File: src/rtl/i2c_stream_pkg.sv
// Shared definitions for the I2C stream master: command op codes, command and
// response field positions, and the controller state encoding.
package i2c_stream_pkg;

   localparam logic [1:0] OP_START = 2'd0;
   localparam logic [1:0] OP_STOP  = 2'd1;
   localparam logic [1:0] OP_WRITE = 2'd2;
   localparam logic [1:0] OP_READ  = 2'd3;

   localparam int CMD_OP_HI = 9;
   localparam int CMD_OP_LO = 8;
   localparam int CMD_NACK  = 10;
   localparam int RSP_ACK   = 0;

   typedef enum logic [2:0] {
      ST_IDLE,
      ST_START,
      ST_STOP,
      ST_BIT,
      ST_RESPOND
   } state_t;

endpackage

File: src/rtl/i2c_quarter_timer.sv
// Quarter-bit-period timer for the I2C master.
//   clk, rst : clock and synchronous active-high reset
//   run      : count while high; counter and quarter index clear while low
//   hold     : freeze the count (slave clock stretch)
//   q_tick   : one-cycle pulse on the last cycle of each quarter
//   q_idx    : current quarter q0..q3 within the bus phase
module i2c_quarter_timer #(
   parameter int CLK_DIV = 250,
   parameter int CNT_W   = 16
) (
   input  logic       clk,
   input  logic       rst,
   input  logic       run,
   input  logic       hold,
   output logic       q_tick,
   output logic [1:0] q_idx
);

   localparam logic [CNT_W-1:0] CNT_LAST = CNT_W'(CLK_DIV - 1);

   logic [CNT_W-1:0] cnt;

   assign q_tick = run && !hold && (cnt == CNT_LAST);

   always_ff @(posedge clk) begin
      if (rst || !run) begin
         cnt   <= '0;
         q_idx <= 2'd0;
      end else if (!hold) begin
         if (cnt == CNT_LAST) begin
            cnt   <= '0;
            q_idx <= q_idx + 2'd1;
         end else begin
            cnt <= cnt + 1'b1;
         end
      end
   end

endmodule

File: src/rtl/i2c_stream_master.sv
// Byte-level I2C master between 32-bit stb/ack command/response streams and
// open-drain SCL/SDA pins.
//   input_cmd/_stb/_ack    : command stream ([9:8] op, [7:0] data, [10] master nack)
//   output_rsp/_stb/_ack   : one response per command (read data or slave ack bit)
//   scl_i, sda_i           : sampled pin levels
//   scl_oe, sda_oe         : 1 pulls the line low, 0 releases it
//   busy                   : controller not idle
//
// state      | meaning
// -----------+------------------------------------------------------
// ST_IDLE    | waiting for a command, bus lines held at last levels
// ST_START   | four quarters generating a (repeated) START
// ST_STOP    | four quarters generating a STOP
// ST_BIT     | nine bit phases: 8 data bits MSB first, then ack bit
// ST_RESPOND | response presented, waiting for output_rsp_ack
module i2c_stream_master
   import i2c_stream_pkg::*;
#(
   parameter int CLK_DIV = 250,
   parameter int CNT_W   = 16
) (
   input  logic        clk,
   input  logic        rst,
   input  logic [31:0] input_cmd,
   input  logic        input_cmd_stb,
   output logic        input_cmd_ack,
   output logic [31:0] output_rsp,
   output logic        output_rsp_stb,
   input  logic        output_rsp_ack,
   input  logic        scl_i,
   input  logic        sda_i,
   output logic        scl_oe,
   output logic        sda_oe,
   output logic        busy
);

   state_t     state, state_nxt;
   logic       q_tick, run, hold;
   logic [1:0] q_idx;
   logic [3:0] bit_cnt;
   logic [7:0] tx_sr;
   logic [7:0] rsp_data;
   logic       is_read, mst_nack;
   logic       scl_hold, sda_hold;
   logic       bit_pull;
   logic       accept, rsp_xfer;
   logic [1:0] cmd_op;
   logic       unused_cmd_bits;

   assign cmd_op          = input_cmd[CMD_OP_HI:CMD_OP_LO];
   assign unused_cmd_bits = ^input_cmd[31:11];
   assign accept          = input_cmd_ack && input_cmd_stb;
   assign rsp_xfer        = output_rsp_stb && output_rsp_ack;
   assign run             = (state == ST_START) || (state == ST_STOP) || (state == ST_BIT);
   // Stretch: SCL released by us in q1 but still seen low means the slave holds it.
   assign hold            = (q_idx == 2'd1) && !scl_oe && !scl_i;
   assign busy            = (state != ST_IDLE);
   assign output_rsp      = {24'd0, rsp_data};

   i2c_quarter_timer #(
      .CLK_DIV (CLK_DIV),
      .CNT_W   (CNT_W)
   ) u_timer (
      .clk    (clk),
      .rst    (rst),
      .run    (run),
      .hold   (hold),
      .q_tick (q_tick),
      .q_idx  (q_idx)
   );

   always_comb begin
      state_nxt = state;
      case (state)
         ST_IDLE: begin
            if (accept) begin
               case (cmd_op)
                  OP_START: state_nxt = ST_START;
                  OP_STOP:  state_nxt = ST_STOP;
                  default:  state_nxt = ST_BIT;
               endcase
            end
         end
         ST_START, ST_STOP: begin
            if (q_tick && q_idx == 2'd3) state_nxt = ST_RESPOND;
         end
         ST_BIT: begin
            if (q_tick && q_idx == 2'd3 && bit_cnt == 4'd8) state_nxt = ST_RESPOND;
         end
         ST_RESPOND: begin
            if (rsp_xfer) state_nxt = ST_IDLE;
         end
         default: state_nxt = ST_IDLE;
      endcase
   end

   // Outside the active phases the lines keep whatever level the last phase left.
   always_comb begin
      if (bit_cnt == 4'd8) bit_pull = is_read && !mst_nack;
      else                 bit_pull = !is_read && !tx_sr[7];
      scl_oe = scl_hold;
      sda_oe = sda_hold;
      case (state)
         ST_START: begin
            case (q_idx)
               2'd0:    sda_oe = 1'b0;
               2'd1:    begin scl_oe = 1'b0; sda_oe = 1'b0; end
               2'd2:    begin scl_oe = 1'b0; sda_oe = 1'b1; end
               default: begin scl_oe = 1'b1; sda_oe = 1'b1; end
            endcase
         end
         ST_STOP: begin
            case (q_idx)
               2'd0:    sda_oe = 1'b1;
               2'd1:    begin scl_oe = 1'b0; sda_oe = 1'b1; end
               default: begin scl_oe = 1'b0; sda_oe = 1'b0; end
            endcase
         end
         ST_BIT: begin
            scl_oe = (q_idx == 2'd0) || (q_idx == 2'd3);
            sda_oe = bit_pull;
         end
         default: ;
      endcase
   end

   always_ff @(posedge clk) begin
      if (rst) begin
         state          <= ST_IDLE;
         input_cmd_ack  <= 1'b0;
         output_rsp_stb <= 1'b0;
         rsp_data       <= 8'd0;
         scl_hold       <= 1'b0;
         sda_hold       <= 1'b0;
         bit_cnt        <= 4'd0;
         tx_sr          <= 8'd0;
         is_read        <= 1'b0;
         mst_nack       <= 1'b0;
      end else begin
         state         <= state_nxt;
         scl_hold      <= scl_oe;
         sda_hold      <= sda_oe;
         input_cmd_ack <= (state == ST_IDLE) && !accept;

         if (accept) begin
            bit_cnt  <= 4'd0;
            tx_sr    <= input_cmd[7:0];
            is_read  <= (cmd_op == OP_READ);
            mst_nack <= input_cmd[CMD_NACK];
            rsp_data <= 8'd0;
         end

         if (state == ST_BIT && q_tick) begin
            if (q_idx == 2'd2) begin
               if (bit_cnt == 4'd8) begin
                  if (!is_read) rsp_data[RSP_ACK] <= sda_i;
               end else if (is_read) begin
                  rsp_data <= {rsp_data[6:0], sda_i};
               end
            end
            if (q_idx == 2'd3 && bit_cnt != 4'd8) begin
               bit_cnt <= bit_cnt + 4'd1;
               tx_sr   <= {tx_sr[6:0], 1'b0};
            end
         end

         if (rsp_xfer)                 output_rsp_stb <= 1'b0;
         else if (state == ST_RESPOND) output_rsp_stb <= 1'b1;
      end
   end

endmodule

File: config.mk
export PLATFORM = sky130hd
export DESIGN_NAME = i2c_stream_master
export DESIGN_NICKNAME = d
export VERILOG_FILES = /design/src/rtl/i2c_stream_pkg.sv /design/src/rtl/i2c_quarter_timer.sv /design/src/rtl/i2c_stream_master.sv
export SDC_FILE = /design/constraint.sdc
export NUM_CORES = 1
export LEC_CHECK = 0
export BUFFER_PORTS_ARGS = -buffer_cell sky130_fd_sc_hd__buf_2
export CAP_MARGIN = 20
export CELL_PAD_IN_SITES_DETAIL_PLACEMENT = 1
export CELL_PAD_IN_SITES_GLOBAL_PLACEMENT = 1
export CORE_MARGIN = 1
export CORE_UTILIZATION = 42
export CTS_CLUSTER_DIAMETER = 40
export CTS_CLUSTER_SIZE = 40
export DETAILED_ROUTE_END_ITERATION = 7
export PLACE_DENSITY_LB_ADDON = 0.1
export SYNTH_ARGS = -nofsm -noshare
export SYNTH_HDL_FRONTEND = slang
export SYNTH_HIERARCHICAL = 1
export SYNTH_SLANG_ARGS = --single-unit
File: constraint.sdc
create_clock -name clk -period 8.4 [get_ports clk]
set_input_delay 1.26 -clock clk [delete_from_list [all_inputs] [get_ports clk]]
set_output_delay 1.26 -clock clk [all_outputs]
set_load 0.1 [all_outputs]
# Word level (Yosys, flattened, before mapping)
# Cells that the tools add are included.
# Widths: inputs -> output; s select.
dict set report word_totals {
  reg_bits 47
  input_bits 38
  out_inout_bits 37
  elab_cells 94
}
dict set report classes {
  add_sub_neg 3
  n_eq_ne 16
  muxes 27
  bitwise 1
  reduce_logical 35
}
# operator count
set ops {}
lappend ops {{$mux 8} 7}
lappend ops {{$add 16x1->16 const B} 1}
lappend ops {{$eq 16x8->1 const B} 1}
lappend ops {{$mux 16} 1}
lappend ops {{$logic_and 1x1->1} 13}
lappend ops {{$mux 3} 4}
lappend ops {{$mux 4} 3}
lappend ops {{$pmux 3 s4} 1}
lappend ops {{$logic_not 1->1} 8}
lappend ops {{$ne 2x2->1 const B} 4}
lappend ops {{$reduce_or 2->1} 4}
lappend ops {{$mux 7} 1}
lappend ops {{$eq 2x2->1 const B} 3}
lappend ops {{$eq 3x2->1 const B} 2}
lappend ops {{$mux 1} 6}
lappend ops {{$pmux 1 s3} 2}
lappend ops {{$add 4x1->4 const B} 1}
lappend ops {{$eq 2x1->1 const B} 2}
lappend ops {{$eq 4x4->1 const B} 1}
lappend ops {{$logic_not 2->1} 2}
lappend ops {{$logic_or 1x1->1} 4}
lappend ops {{$ne 4x4->1 const B} 1}
lappend ops {{$pmux 2 s2} 1}
lappend ops {{$reduce_and 4->1} 1}
lappend ops {{8 further kinds} 8}

# Depth between registers and ports, before layout
# Gate-level depths: netlist (run 1).
dict set report depth {
  ltp_word 14
  mapped_depth 15
  ltp_nobuf 13
}

# By module
# The synthesis (run 1) kept the hierarchy.
# module n_inst cells_per_inst area_per_inst_um2 seq_area_each_um2
set by_module_without_submodules {}
lappend by_module_without_submodules {i2c_stream_master 1 209 1794.2 580.6}
lappend by_module_without_submodules {i2c_quarter_timer 1 95 918.4 360.3}

# Worst setup path after synthesis (run 1)
# OpenSTA, ideal clock, no wires.
dict set report synth_path {
  kind {register to register}
  start {register u_timer.q_idx[0]}
  end {register rsp_data[1]}
  setup_ns 0.071
  arrival_time_ns 3.914
  t_required_ns 8.329
  path_slack_ns 4.415
  stages_incl_launch_ff 15
  n_path_buf 2
  cell_sequence {dfxtp_1 inv_1 ha_1 mux2i_1 a32o_1 nor3b_1 buf_6 or4_1 nor4_4 and2_2 and3_1 and3_2 clkbuf_1 nand2_1 a21oi_1}
}
dict set report synth_via {
  elab_chain_len 12
}
# element line
set synth_lines {}
lappend synth_lines {{from (decl)} i2c_quarter_timer.sv:16} ;# output logic [1:0] q_idx
lappend synth_lines {{from (signal assigned)} i2c_quarter_timer.sv:32} ;# q_idx <= q_idx + 2'd1;
lappend synth_lines {{$eq 2x1->1 / $eq 2x2->1 (equally long branches)} i2c_stream_master.sv:105} ;# case (q_idx)
lappend synth_lines {{$reduce_or 2->1 (no line)} --}
lappend synth_lines {{$pmux 1 s2} i2c_stream_master.sv:105}
lappend synth_lines {{$pmux 1 s3 (*)} i2c_stream_master.sv:103} ;# case (state)
lappend synth_lines {{via scl_oe} i2c_stream_master.sv:32} ;# output logic scl_oe,
lappend synth_lines {{$logic_not 1->1 (*)} i2c_stream_master.sv:56} ;# assign hold = (q_idx == 2'd1) && !scl_oe && !scl_i;
lappend synth_lines {{$logic_and 1x1->1 (*) (2 in a row)} i2c_stream_master.sv:56}
lappend synth_lines {{via hold} i2c_stream_master.sv:38} ;# logic q_tick, run, hold;
lappend synth_lines {{$logic_not 1->1 (*)} --}
lappend synth_lines {{$logic_and 1x1->1 (*) (2 in a row)} i2c_quarter_timer.sv:23} ;# assign q_tick = run && !hold && (cnt == CNT_LAST);
lappend synth_lines {{via q_tick} i2c_stream_master.sv:38}
lappend synth_lines {{$logic_and 1x1->1 (*)} i2c_stream_master.sv:153} ;# if (state == ST_BIT && q_tick) begin
lappend synth_lines {{$mux 8 (*)} i2c_stream_master.sv:153}
lappend synth_lines {{to (signal, indexed assignment)} i2c_stream_master.sv:156} ;# if (!is_read) rsp_data[RSP_ACK] <= sda_i;
lappend synth_lines {{to (signal assigned)} i2c_stream_master.sv:158} ;# rsp_data <= {rsp_data[6:0], sda_i};
lappend synth_lines {{to (decl)} i2c_stream_master.sv:42} ;# logic [7:0] rsp_data;
# The timed path passes the listed nets; every way through them passes the cells marked *.
# A chain may end at the register's enable or synchronous reset.

# Worst setup path after layout (run 1)
dict set report layout_path {
  start {register u_timer.q_idx[0]}
  end {register bit_cnt[3]}
}
dict set report layout_via {
  elab_chain_len 12
}
# element line
set layout_lines {}
lappend layout_lines {{$eq 2x1->1 / $eq 2x2->1 (equally long branches)} {i2c_stream_master.sv:56, i2c_stream_master.sv:105}}
lappend layout_lines {{$reduce_or 2->1 (no line)} --}
lappend layout_lines {{$pmux 1 s2} i2c_stream_master.sv:105}
lappend layout_lines {{$pmux 1 s3} i2c_stream_master.sv:103}
lappend layout_lines {{$logic_not 1->1} i2c_stream_master.sv:56}
lappend layout_lines {{$logic_and 1x1->1 (*) (2 in a row)} i2c_stream_master.sv:56}
lappend layout_lines {{via hold} i2c_stream_master.sv:38}
lappend layout_lines {{$logic_not 1->1 (*)} --}
lappend layout_lines {{$logic_and 1x1->1 (*) (2 in a row)} i2c_quarter_timer.sv:23}
lappend layout_lines {{via q_tick} i2c_stream_master.sv:38}
lappend layout_lines {{$logic_and 1x1->1 (*)} i2c_stream_master.sv:153}
lappend layout_lines {{$mux 4 (*)} i2c_stream_master.sv:153}
lappend layout_lines {{to (signal assigned)} i2c_stream_master.sv:162} ;# bit_cnt <= bit_cnt + 4'd1;
lappend layout_lines {{to (decl)} i2c_stream_master.sv:40} ;# logic [3:0] bit_cnt;
# Marked as above.

==> run_results.csv, run 1 <==
group,metric,value,unit
timing,finalSetupTns,0,ps
yosys,yosysTopAreaCellShare,34.69,%
floorplan,die-width,82.37,um
outcome,outcome,"complete, no violations",
yosys,synth-seq-cells,47,
timing,fmax,277.6,MHz
yosys,syn-mean-instance-area,8.923,um2
floorplan,coreArea,6061,um2
timing,fin_ws,4798,ps
placed_design,placement.io_buffers,29,
yosys,post_synth_edffs,0,
worst_setup_path,cpPeakStageDelay,590,ps
floorplan,start_util,44.76,%
worst_setup_path,worstPathRequired,8620,ps
worst_setup_path,critical_path_peak_fanout,20,
timing,fin_worst_skew,11.17,ps
yosys,synth-seq-area-share,34.69,%
finish,post-route-util,46.14,%
yosys,synth_top_cells_by_area,"sky130_fd_sc_hd__dfxtp_1, sky130_fd_sc_hd__buf_4, sky130_fd_sc_hd__nand2_1",
floorplan,dieArea,6784,um2
floorplan,floorplan.io_pins,75,
worst_setup_path,crit_path_start_kind,"flip-flop",
drt,detail_route.wirelength,5571,um
clock_network,max-clock-path-buffers,2,
drt,route.detailed.wl_per_inst,14.00,um
yosys,netlist_area_before_placement,2713,um2
timing,finalMaxSlewViolations,0,
timing,finalCritPeriodShare,42.88,%
global_route,via_count_of_the_first_global_routing_pass,1925,
yosys,asyncSetResetFlopFracSynth,0,%
drt,drcViolationCount,0,
finish,post_route_cells_drive_above_1_share,17.96,%
yosys,ys_types,61,
clock_network,cts.sink_count,47,
timing,rsz0062_at_grt,"false",
placed_design,dpl.cell_count,391,
global_route,grt.overflow.total,0,
yosys,postSynth.topFlopCell,"sky130_fd_sc_hd__dfxtp_1",
global_route,first_pass_grt_wire_length,9011,um
drt,drt_first_pass_iters,4,
timing,slew_headroom,36.51,%
finish,n_fill_cell,747,
worst_hold_path,worst_min_delay_path_class,"reg -> reg",
floorplan,core.rowCount,28,
power,vdd_drop_max,0.2405,mV
finish,flow.area_growth_from_synthesis,3.090,%
placed_design,pre_cts_slack,4714,ps
worst_hold_path,hold_depth,2,
clock_network,clkLatencyLatePin,300,ps
yosys,netlist_instances,304,
timing,fin_worst_hold_slack,478.9,ps
worst_setup_path,r2r.worst_path.cells,11,
timing,worst-slew-pin-transition,950.3,ps
timing,finalHoldViolCount,0,
worst_setup_path,end_kind,"flip-flop",
finish,area.sequential,940.9,um2
worst_setup_path,worst_path_max_delay_cell,"sky130_fd_sc_hd__or4_1",
job,drv.max_cap_violation_count,0,
global_route,grt_use_met1,23.36,%
power,pwr_density_cell,246.3,nW/um2
worst_setup_path,worstPathCellList,"inv_1, ha_1, mux2i_1, a32o_1, nor3b_1, or4_1, nor4_4, and2_2, nand4_4, or3_1, a31oi_1",
clock_network,clock_root_cell,"sky130_fd_sc_hd__clkbuf_8",
global_route,groute.layer.met3.usage,3.297,%
drt,drt.antenna.violating_nets,0,
finish,final_antenna_diode_count,0,
clock_network,cts_buffers,5,
clock_network,cts_tree,"yes",
timing,finalCriticalPeriod,3602,ps
placed_design,hpwlAfterDp,4086,um
finish,layout.cells.non_filler,398,
timing,final-setup-viol-count,0,
finish,multi_input_area,1469,um2
drt,drt_iter0_markers,59,
placed_design,routabilityCongestion,0.7162,
clock_network,clock_tree.htree_level_count,2,
power,leakage,1.118,nW
worst_setup_path,critical_path_class,"reg -> reg",
global_route,grt.total_usage,17.50,%
global_route,grt_antenna_before_repair,0,
clock_network,cts_resized,0,
yosys,cell_type_with_the_highest_aggregate_area_in_the_netlist,"sky130_fd_sc_hd__dfxtp_1",
drt,route.detailed.vias_per_inst,5.188,
yosys,synth_warnings,6,
global_route,grt_max_degree,30,
worst_setup_path,worstPathArrival,3830,ps
clock_network,hold_buffers,0,
global_route,groute.layer.met2.usage,28.93,%
finish,fin_nets,370,
clock_network,cts_setup_buffers,0,
drt,vias,2065,
floorplan,die_h,82.37,um
global_route,global_route.peak_usage_layer,"met2",
clock_network,cts.clk_slew.worst_paths,90,ps
synth_stat cells, types with 2 or more instances:
cell	count
sky130_fd_sc_hd__a21oi_1	19
sky130_fd_sc_hd__a311oi_2	7
sky130_fd_sc_hd__a31oi_1	2
sky130_fd_sc_hd__and2_1	2
sky130_fd_sc_hd__and3b_1	2
sky130_fd_sc_hd__buf_4	24
sky130_fd_sc_hd__buf_6	6
sky130_fd_sc_hd__clkbuf_1	4
sky130_fd_sc_hd__clkbuf_8	3
sky130_fd_sc_hd__dfxtp_1	47
sky130_fd_sc_hd__ha_1	9
sky130_fd_sc_hd__inv_1	12
sky130_fd_sc_hd__mux2i_1	2
sky130_fd_sc_hd__nand2_1	36
sky130_fd_sc_hd__nand2b_1	3
sky130_fd_sc_hd__nand3_1	16
sky130_fd_sc_hd__nand3b_1	3
sky130_fd_sc_hd__nand4_1	3
sky130_fd_sc_hd__nand4_4	2
sky130_fd_sc_hd__nor2_1	32
sky130_fd_sc_hd__nor2b_1	4
sky130_fd_sc_hd__nor3_1	5
sky130_fd_sc_hd__nor4_1	4
sky130_fd_sc_hd__o21ai_0	3
sky130_fd_sc_hd__or3_1	3
sky130_fd_sc_hd__or4_1	3
sky130_fd_sc_hd__xnor2_1	11
sky130_fd_sc_hd__xor2_1	4
final timing paths:
path                                 start                     to  slack, ps
max reg2reg  u_timer/q_idx[0]$_SDFFE_PP0P_  bit_cnt[3]$_SDFF_PP0_       4800
min                  mst_nack$_SDFFE_PP0P_  mst_nack$_SDFFE_PP0P_        480
min reg2reg          mst_nack$_SDFFE_PP0P_  mst_nack$_SDFFE_PP0P_        480
max          u_timer/q_idx[0]$_SDFFE_PP0P_  bit_cnt[3]$_SDFF_PP0_       4800
cells in the final DEF (no fill, tap or decap), types with 2 or more instances in the layout:
cell type	synthesis	layout
sky130_fd_sc_hd__nand4_4	2	2
sky130_fd_sc_hd__or3_1	3	3
sky130_fd_sc_hd__o21ai_0	3	3
sky130_fd_sc_hd__dfxtp_1	47	47
sky130_fd_sc_hd__buf_2	0	29
sky130_fd_sc_hd__xor2_1	4	4
sky130_fd_sc_hd__nand2b_1	3	3
sky130_fd_sc_hd__nand4_1	3	3
sky130_fd_sc_hd__a21oi_1	19	19
sky130_fd_sc_hd__conb_1	1	24
sky130_fd_sc_hd__nand3_1	16	16
sky130_fd_sc_hd__ha_1	9	9
sky130_fd_sc_hd__inv_1	12	12
sky130_fd_sc_hd__mux2i_1	2	2
sky130_fd_sc_hd__a31oi_1	2	2
sky130_fd_sc_hd__nor3_1	5	5
sky130_fd_sc_hd__a311oi_2	7	7
sky130_fd_sc_hd__nor2_1	32	32
sky130_fd_sc_hd__clkbuf_8	3	5
sky130_fd_sc_hd__or4_1	3	3
sky130_fd_sc_hd__nor4_1	4	4
sky130_fd_sc_hd__nand2_1	36	36
sky130_fd_sc_hd__and3b_1	2	2
sky130_fd_sc_hd__xnor2_1	11	11
sky130_fd_sc_hd__and2_1	2	2
sky130_fd_sc_hd__nor2b_1	4	4
sky130_fd_sc_hd__nand3b_1	3	3
per-layer routing:
metal	share of wire, %	vias to the layer above
met2	46	38
met1	51	989
met4	0.52	0
li1	-	1034
met5	0	-
met3	3.2	4
layout make-up:
class / instances / area share (%)
clock buffers: 6 / 2.595
clock inverters: 1 / 1.074
well taps: 75 / 3.356
multi-input cells: 228 / 52.53
inverters: 12 / 1.611
flip-flops and latches: 47 / 33.65
repair buffers: 29 / 5.190
per-stage QoR:
| step | total power, mW | instance area (um2) |
|---|---|---|
| 5_1_grt | 0.7208 | 2796 |
| 2_1_floorplan | 0.5219 | 2799 |
| 3_5_place_dp | 0.5313 | 2694 |
| 4_1_cts | 0.6975 | 2796 |
| 6_report | 0.6888 | 2796 |
| 3_3_place_gp | 0.5286 | 2694 |
sequential cells by signal, summed over array words and instances, names as in the netlist:
| name | count |
|---|---|
| rsp_data | 8 |
| sda_hold | 1 |
| mst_nack | 1 |
| is_read | 1 |
| tx_sr | 8 |
| u_timer/q_idx | 2 |
| output_rsp_stb | 1 |
| scl_hold | 1 |
| u_timer/cnt | 16 |
| state | 3 |
| input_cmd_ack | 1 |
| bit_cnt | 4 |
power by group:
| group | internal, mW | leakage, nW | switching, mW |
|---|---|---|---|
| Clock | 0.0874 | 0.0513 | 0.0767 |
| Combinational | 0.0522 | 0.687 | 0.215 |
| Sequential | 0.239 | 0.380 | 0.0180 |
logic make-up after synthesis:
kind of cell	Yosys count	synth area share [%]
adders and majority gates	9	4.151
AOI/OAI and AO/OA	45	13.15
other	1	0.1382
and+or+nand+nor	132	27.54
muxes	3	1.153
DFF	47	34.69
xor gates and xnor gates	15	4.843
buffers and inverters	52	14.34
critical path, delay by kind of cell, from the launching register on:
family	cells	cell delay [ps]
mux	1	140
fa+ha+maj	1	300
flops	1	470
compound gates	2	370
buf+inv	1	110
simple gates	6	2110
No activity file was read; power rests on OpenSTA's default activity.
==> run 2, diff against run 1 <==
- CORE_UTILIZATION: 42 -> 35
- clock period: 8.4 -> 3 ns (I/O delays scaled with it)
==> run 2 against run 1 <==
Net effect:
- clock power rose to 3.3 times the previous value
- global-route usage fell by 2.7 points
- die area rose by 19%
- fmax rose by 28%
- clock skew barely moved
- wire length rose by 0.36%
- total power rose to 3.0 times the previous value
- via count rose by 2.7%
- combinational power rose to 3.0 times the previous value
- count of clock-buffer cells in the layout did not move
==> run_results.csv, run 2 (same netlist as run 1, synthesis figures left out) <==
group,metric,value,unit
outcome,outcome,"complete, no violations",
worst_setup_path,minimum_setup_slack_among_reg_to_reg_paths,180,ps
clock_network,cts.clk_slew.worst_paths,100,ps
timing,fin_ws,176.1,ps
finish,n_fill_cell,878,
finish,largest_reg_flops,16,
timing,rsz0062_at_grt,"true",
clock_network,hold_buffers,0,
worst_setup_path,critical_path_peak_fanout,6,
placed_design,hpwlAfterDp,4007,um
drt,drcViolationCount,0,
worst_setup_path,cpPeakStageDelay,430,ps
global_route,grt_antenna_before_repair,0,
floorplan,core.rowCount,31,
worst_setup_path,cp_top_family,"simple AND/OR/NAND/NOR gates",
clock_network,clock_tree.htree_level_count,2,
floorplan,dieArea,8106,um2
timing,worst-slew-pin-transition,730.3,ps
worst_hold_path,hold_path.startpoint,"rst",
power,pwr_density_cell,691.1,nW/um2
global_route,via_count_of_the_first_global_routing_pass,2155,
worst_setup_path,r2r.worst_path.cells,12,
floorplan,die-width,90.04,um
placed_design,routabilityCongestion,0.7286,
timing,fin_worst_hold_slack,361.2,ps
floorplan,die_h,90.04,um
clock_network,cts_tree,"yes",
finish,flow.area_growth_from_synthesis,9.271,%
drt,drt_first_pass_iters,4,
finish,multi_input_area,1513,um2
timing,fin_worst_skew,11.07,ps
finish,layout_top_registers,"u_timer/cnt x16, rsp_data x8, tx_sr x8",
finish,area.sequential,945.9,um2
placed_design,pre_cts_slack,156.8,ps
timing,finalCritPeriodShare,94.13,%
finish,layout.cells.most_common,"sky130_fd_sc_hd__dfxtp_1",
clock_network,clkLatencyLatePin,300,ps
worst_hold_path,worst_min_delay_path_class,"in -> reg",
timing,slew_headroom,51.20,%
drt,drt.antenna.violating_nets,0,
global_route,grt_max_degree,27,
floorplan,coreArea,7370,um2
clock_network,cts_setup_buffers,0,
finish,layout.cells.non_filler,431,
timing,finalCriticalPeriod,2824,ps
worst_setup_path,worst_path_max_delay_cell,"sky130_fd_sc_hd__or4_4",
timing,fmax,354.1,MHz
timing,finalMaxSlewViolations,0,
worst_hold_path,hold_depth,2,
worst_setup_path,worstPathArrival,3070,ps
worst_setup_path,crit_path_start_kind,"flip-flop",
placed_design,placement.io_buffers,29,
floorplan,start_util,36.81,%
worst_setup_path,end_kind,"flip-flop",
power,fin_total_pwr,2.048,mW
timing,final-setup-viol-count,0,
clock_network,clock_root_cell,"sky130_fd_sc_hd__clkbuf_8",
drt,route.detailed.vias_per_inst,4.919,
global_route,grt.total_usage,14.83,%
drt,route.detailed.wl_per_inst,12.97,um
worst_setup_path,timing.rr.end,"state[2]$_SDFFE_PP0P_",
worst_setup_path,critical_path_class,"reg -> reg",
global_route,first_pass_grt_wire_length,10010,um
clock_network,cts_resized,0,
clock_network,cts.sink_count,47,
power,leakage,1.174,nW
global_route,grt.overflow.total,0,
floorplan,floorplan.io_pins,75,
drt,drt_iter0_markers,69,
timing,finalSetupTns,0,ps
worst_setup_path,worstPathCellList,"inv_2, ha_1, mux2i_1, a32o_4, nor3b_2, or4_4, nor4_4, and2_4, nand2_1, a2111oi_1, a31oi_1, nor2_1",
worst_setup_path,regToRegStartpoint,"u_timer/q_idx[1]$_SDFFE_PP0P_",
placed_design,dpl.cell_count,423,
worst_setup_path,worstPathRequired,3250,ps
finish,layout_common_cells,"sky130_fd_sc_hd__dfxtp_1, sky130_fd_sc_hd__nand2_1, sky130_fd_sc_hd__nor2_1",
worst_setup_path,critical_path.n_buffers_inverters,1,
finish,register_with_the_highest_flop_count,"u_timer/cnt",
finish,post-route-util,40.22,%
clock_network,cts_buffers,5,
finish,fin_nets,378,
placed_design,placement.cell_area,2825,um2
worst_hold_path,whs_endpoint,"sda_hold$_SDFF_PP0_",
drt,vias,2120,
timing,finalHoldViolCount,0,
drt,detail_route.wirelength,5591,um
finish,fin_area,2964,um2
finish,final_antenna_diode_count,0,
clock_network,max-clock-path-buffers,2,
power,vdd_drop_max,0.2453,mV
finish,post_route_cells_drive_above_1_share,23.19,%
job,drv.max_cap_violation_count,0,
[run 2: worst max path at each step]
stage,from,cells past startpoint,slack (ps),to
floorplan,u_timer/q_idx[1]$_SDFFE_PP0P_,14,-80,rsp_data[1]$_SDFF_PP0_
global placement,u_timer/q_idx[0]$_SDFFE_PP0P_,12,160,state[2]$_SDFFE_PP0P_
detailed placement,u_timer/q_idx[1]$_SDFFE_PP0P_,12,160,bit_cnt[2]$_SDFF_PP0_
CTS,u_timer/q_idx[1]$_SDFFE_PP0P_,12,110,bit_cnt[2]$_SDFF_PP0_
global route,u_timer/q_idx[1]$_SDFFE_PP0P_,12,-0.1,state[2]$_SDFFE_PP0P_
finish,u_timer/q_idx[1]$_SDFFE_PP0P_,12,180,state[2]$_SDFFE_PP0P_
[run 2: worst register-to-register path: stages, from the launching register on]
cell,delay [ps]
sky130_fd_sc_hd__dfxtp_2,400
sky130_fd_sc_hd__inv_2,50
sky130_fd_sc_hd__ha_1,290
sky130_fd_sc_hd__mux2i_1,190
sky130_fd_sc_hd__a32o_4,250
sky130_fd_sc_hd__nor3b_2,60
sky130_fd_sc_hd__or4_4,430
sky130_fd_sc_hd__nor4_4,170
sky130_fd_sc_hd__and2_4,220
sky130_fd_sc_hd__nand2_1,130
sky130_fd_sc_hd__a2111oi_1,420
sky130_fd_sc_hd__a31oi_1,80
sky130_fd_sc_hd__nor2_1,100
[run 2: final cells by class]
| cell class | count | share of cell area [%] |
|---|---|---|
| Clock buffer | 6 | 3.166 |
| Clock inverter | 2 | 1.266 |
| Inverter | 12 | 1.520 |
| Multi-Input combinational cell | 228 | 51.03 |
| Sequential cell | 47 | 31.91 |
| Tap cell | 99 | 4.179 |
| Timing Repair Buffer | 37 | 6.923 |
[run 2: layer usage]
metal  vias up  track usage (%)  wire length (um)
li1       1053                -                 -
met1      1024            18.37              2676
met2        38            26.27              2695
met3         5            2.876               177
met4         0            3.629                42
met5         -                0                 0
[run 2: where the power goes]
part | total [mW] | internal [mW] | switching [mW] | leakage [nW]
logic | 0.801 | 0.174 | 0.627 | 0.730
clock network | 0.533 | 0.299 | 0.234 | 0.0626
registers | 0.714 | 0.669 | 0.0450 | 0.382
==> run 3, diff against run 2 <==
- CORE_UTILIZATION: 35 -> 39
- clock period: 3 -> 2.6 ns (I/O delays scaled with it)
==> run 3 against run 2 <==
Net effect:
- the run now ends with negative setup slack left
- sequential cell count unchanged
- register-to-register slack worse by 260 ps
- global-route usage rose by 2.7 points
- sequential power grew 14%
- worst hold slack got worse by 83 ps
- first-iteration DRC count shrank 12%
- fmax up 5.4%
- cell count is 0.70% lower
- highest routed layer unchanged
- wire length up 8.5%
==> run_results.csv, run 3 (same netlist as run 1, synthesis figures left out) <==
group,metric,value,unit
outcome,outcome,"finished with violations",
outcome,failing_checks,"negative setup slack",
timing,finalMaxSlewViolations,0,
finish,fin_nets,394,
worst_setup_path,r2r.worst_path.cells,12,
clock_network,cts_buffers,5,
timing,fmax,373.2,MHz
worst_setup_path,timing.rr.end,"rsp_data[4]$_SDFF_PP0_",
floorplan,coreArea,6756,um2
floorplan,floorplan.io_pins,75,
timing,slew_headroom,46.02,%
worst_hold_path,worst_min_delay_path_class,"in -> reg",
clock_network,clkLatencyLatePin,300,ps
floorplan,start_util,40.15,%
worst_setup_path,regToRegStartpoint,"u_timer/q_idx[1]$_SDFFE_PP0P_",
global_route,grt_antenna_before_repair,0,
clock_network,cts.sink_count,47,
drt,vias,2166,
global_route,grt_max_degree,28,
clock_network,cts_tree,"yes",
global_route,groute.layer.met2.usage,32.51,%
timing,worst-slew-pin-transition,807.7,ps
floorplan,dieArea,7293,um2
drt,detail_route.wirelength,6067,um
placed_design,hpwlAfterDp,4248,um
worst_setup_path,critical_path.most_common_cell,"sky130_fd_sc_hd__and3_4",
finish,layout_top_registers,"u_timer/cnt x16, rsp_data x8, tx_sr x8",
timing,fin_ws,-79.87,ps
timing,fin_worst_skew,7.203,ps
job,drv.max_cap_violation_count,0,
global_route,grt_use_met1,20.04,%
worst_setup_path,crit_path_start_kind,"flip-flop",
drt,drcViolationCount,0,
timing,finalSetupTns,-684.6,ps
global_route,first_pass_grt_wire_length,10100,um
drt,drt_iter0_markers,61,
clock_network,cts.clk_slew.worst_paths,90,ps
clock_network,clock_tree.htree_level_count,2,
timing,finalCriticalPeriod,2680,ps
worst_setup_path,critical_path_peak_fanout,7,
placed_design,placement.cell_area,2909,um2
global_route,groute.layer.met3.usage,3.696,%
worst_setup_path,cpPeakStageDelay,430,ps
placed_design,routabilityCongestion,0.7105,
finish,final_antenna_diode_count,0,
worst_setup_path,worst_setup_path_startpoint,"u_timer/q_idx[1]$_SDFFE_PP0P_",
finish,fin_area,3231,um2
floorplan,die-width,85.40,um
clock_network,max-clock-path-buffers,2,
timing,fin_worst_hold_slack,278.0,ps
placed_design,placement.io_buffers,29,
worst_setup_path,worstPathRequired,2840,ps
worst_setup_path,total_stage_count_of_the_critical_path,12,
timing,rsz0062_at_grt,"true",
worst_setup_path,cp_top_family,"simple AND/OR/NAND/NOR gates",
timing,finalCritPeriodShare,103.1,%
power,leakage,1.303,nW
global_route,grt.overflow.total,0,
finish,post_route_cells_drive_above_1_share,34.77,%
finish,largest_reg_flops,16,
worst_setup_path,critical_path.n_buffers_inverters,1,
clock_network,hold_buffers,0,
finish,flow.area_growth_from_synthesis,19.10,%
timing,final-setup-viol-count,15,
floorplan,core.rowCount,30,
worst_setup_path,critical_path_class,"reg -> reg",
worst_setup_path,crit_path_end,"rsp_data[4]$_SDFF_PP0_",
global_route,global_route.peak_usage_layer,"met2",
drt,route.detailed.wl_per_inst,14.18,um
drt,route.detailed.vias_per_inst,5.061,
drt,drt_first_pass_iters,3,
global_route,grt.total_usage,17.53,%
finish,layout_common_cells,"sky130_fd_sc_hd__dfxtp_1, sky130_fd_sc_hd__nand2_1, sky130_fd_sc_hd__buf_2",
finish,layout.cells.non_filler,428,
drt,drt.antenna.violating_nets,0,
placed_design,dpl.cell_count,414,
clock_network,clock_root_cell,"sky130_fd_sc_hd__clkbuf_8",
worst_setup_path,minimum_setup_slack_among_reg_to_reg_paths,-80,ps
worst_setup_path,worst_path_max_delay_cell,"sky130_fd_sc_hd__or4_4",
finish,register_with_the_highest_flop_count,"u_timer/cnt",
power,vdd_drop_max,0.2686,mV
finish,layout.cells.most_common,"sky130_fd_sc_hd__dfxtp_1",
worst_setup_path,worstPathArrival,2920,ps
worst_setup_path,worstPathCellList,"inv_2, ha_4, mux2i_2, a32o_4, nor3b_4, or4_4, nor4_4, and2_4, and3_4, and3_4, nand2_1, a21oi_2",
timing,finalHoldViolCount,0,
power,pwr_density_cell,757.2,nW/um2
floorplan,die_h,85.40,um
finish,post-route-util,47.81,%
global_route,via_count_of_the_first_global_routing_pass,2181,
worst_setup_path,end_kind,"flip-flop",
run 3: changes by cell type in the layout (fill, tap and decap cells not counted), moves of 6 or more:
| cell | before | now |
|---|---|---|
| sky130_fd_sc_hd__nor2_1 | 32 | 25 |
| sky130_fd_sc_hd__a21oi_1 | 19 | 13 |
| sky130_fd_sc_hd__nor2_2 | 0 | 7 |
| sky130_fd_sc_hd__buf_4 | 8 | 22 |
| sky130_fd_sc_hd__a21oi_2 | 0 | 6 |
run 3: area by class of cell:
| type | instances | area, um2 |
|---|---|---|
| well taps | 80 | 100.1 |
| inverters | 12 | 47.55 |
| repair buffers | 53 | 356.6 |
| flip-flops and latches | 47 | 945.9 |
| multi-input cells | 228 | 1668 |
| fillers | 831 | 3526 |
| clock inverters | 3 | 43.79 |
| clock buffers | 5 | 68.82 |
run 3: worst min-delay path by stage:
| stage | depth (start not counted) | endpoint | startpoint | slack, ps |
|---|---|---|---|---|
| finish | 2 | sda_hold$_SDFF_PP0_ | rst | 280 |
| global route | 2 | sda_hold$_SDFF_PP0_ | rst | 280 |
| CTS | 2 | sda_hold$_SDFF_PP0_ | rst | 270 |
| detailed placement | 2 | mst_nack$_SDFFE_PP0P_ | mst_nack$_SDFFE_PP0P_ | 460 |
| global placement | 2 | rsp_data[7]$_SDFF_PP0_ | rsp_data[7]$_SDFF_PP0_ | 450 |
| floorplan | 2 | mst_nack$_SDFFE_PP0P_ | mst_nack$_SDFFE_PP0P_ | 440 |
run 3: routing by layer:
layer,vias up,part of all wire (%),wire length (um)
li1,1081,-,-
met1,1042,43,2632
met2,37,52,3182
met3,6,2.8,170
met4,0,1.3,80
met5,-,0,0
run 3: stage by stage:
| stage | power, mW | setup slack (ps) |
|---|---|---|
| 2_1_floorplan | 1.716 | -484.1 |
| 3_3_place_gp | 1.832 | -184.1 |
| 3_5_place_dp | 1.842 | -215.9 |
| 4_1_cts | 2.425 | -51.05 |
| 5_1_grt | 2.563 | -225.6 |
| 6_report | 2.446 | -79.87 |
run 3: worst register-to-register path, delay by kind of cell (launching register included):
kind / cells / cell delay, ps
compound gates: 2 / 360
simple gates: 7 / 1430
fa+ha+maj: 1 / 230
flops: 1 / 350
buf+inv: 1 / 60
mux: 1 / 180
run 3: repair_timing:
item,in CTS,in global routing
gates resized for setup,16,21
buffers inserted,3,4
pin swaps,4,6
endpoints found under the hold margin,0,0
endpoints found under the setup margin,16,25
run 3: report_power, final:
part           internal, mW  switching (mW)
clock                 0.287           0.262
sequential            0.772          0.0424
combinational         0.298           0.785
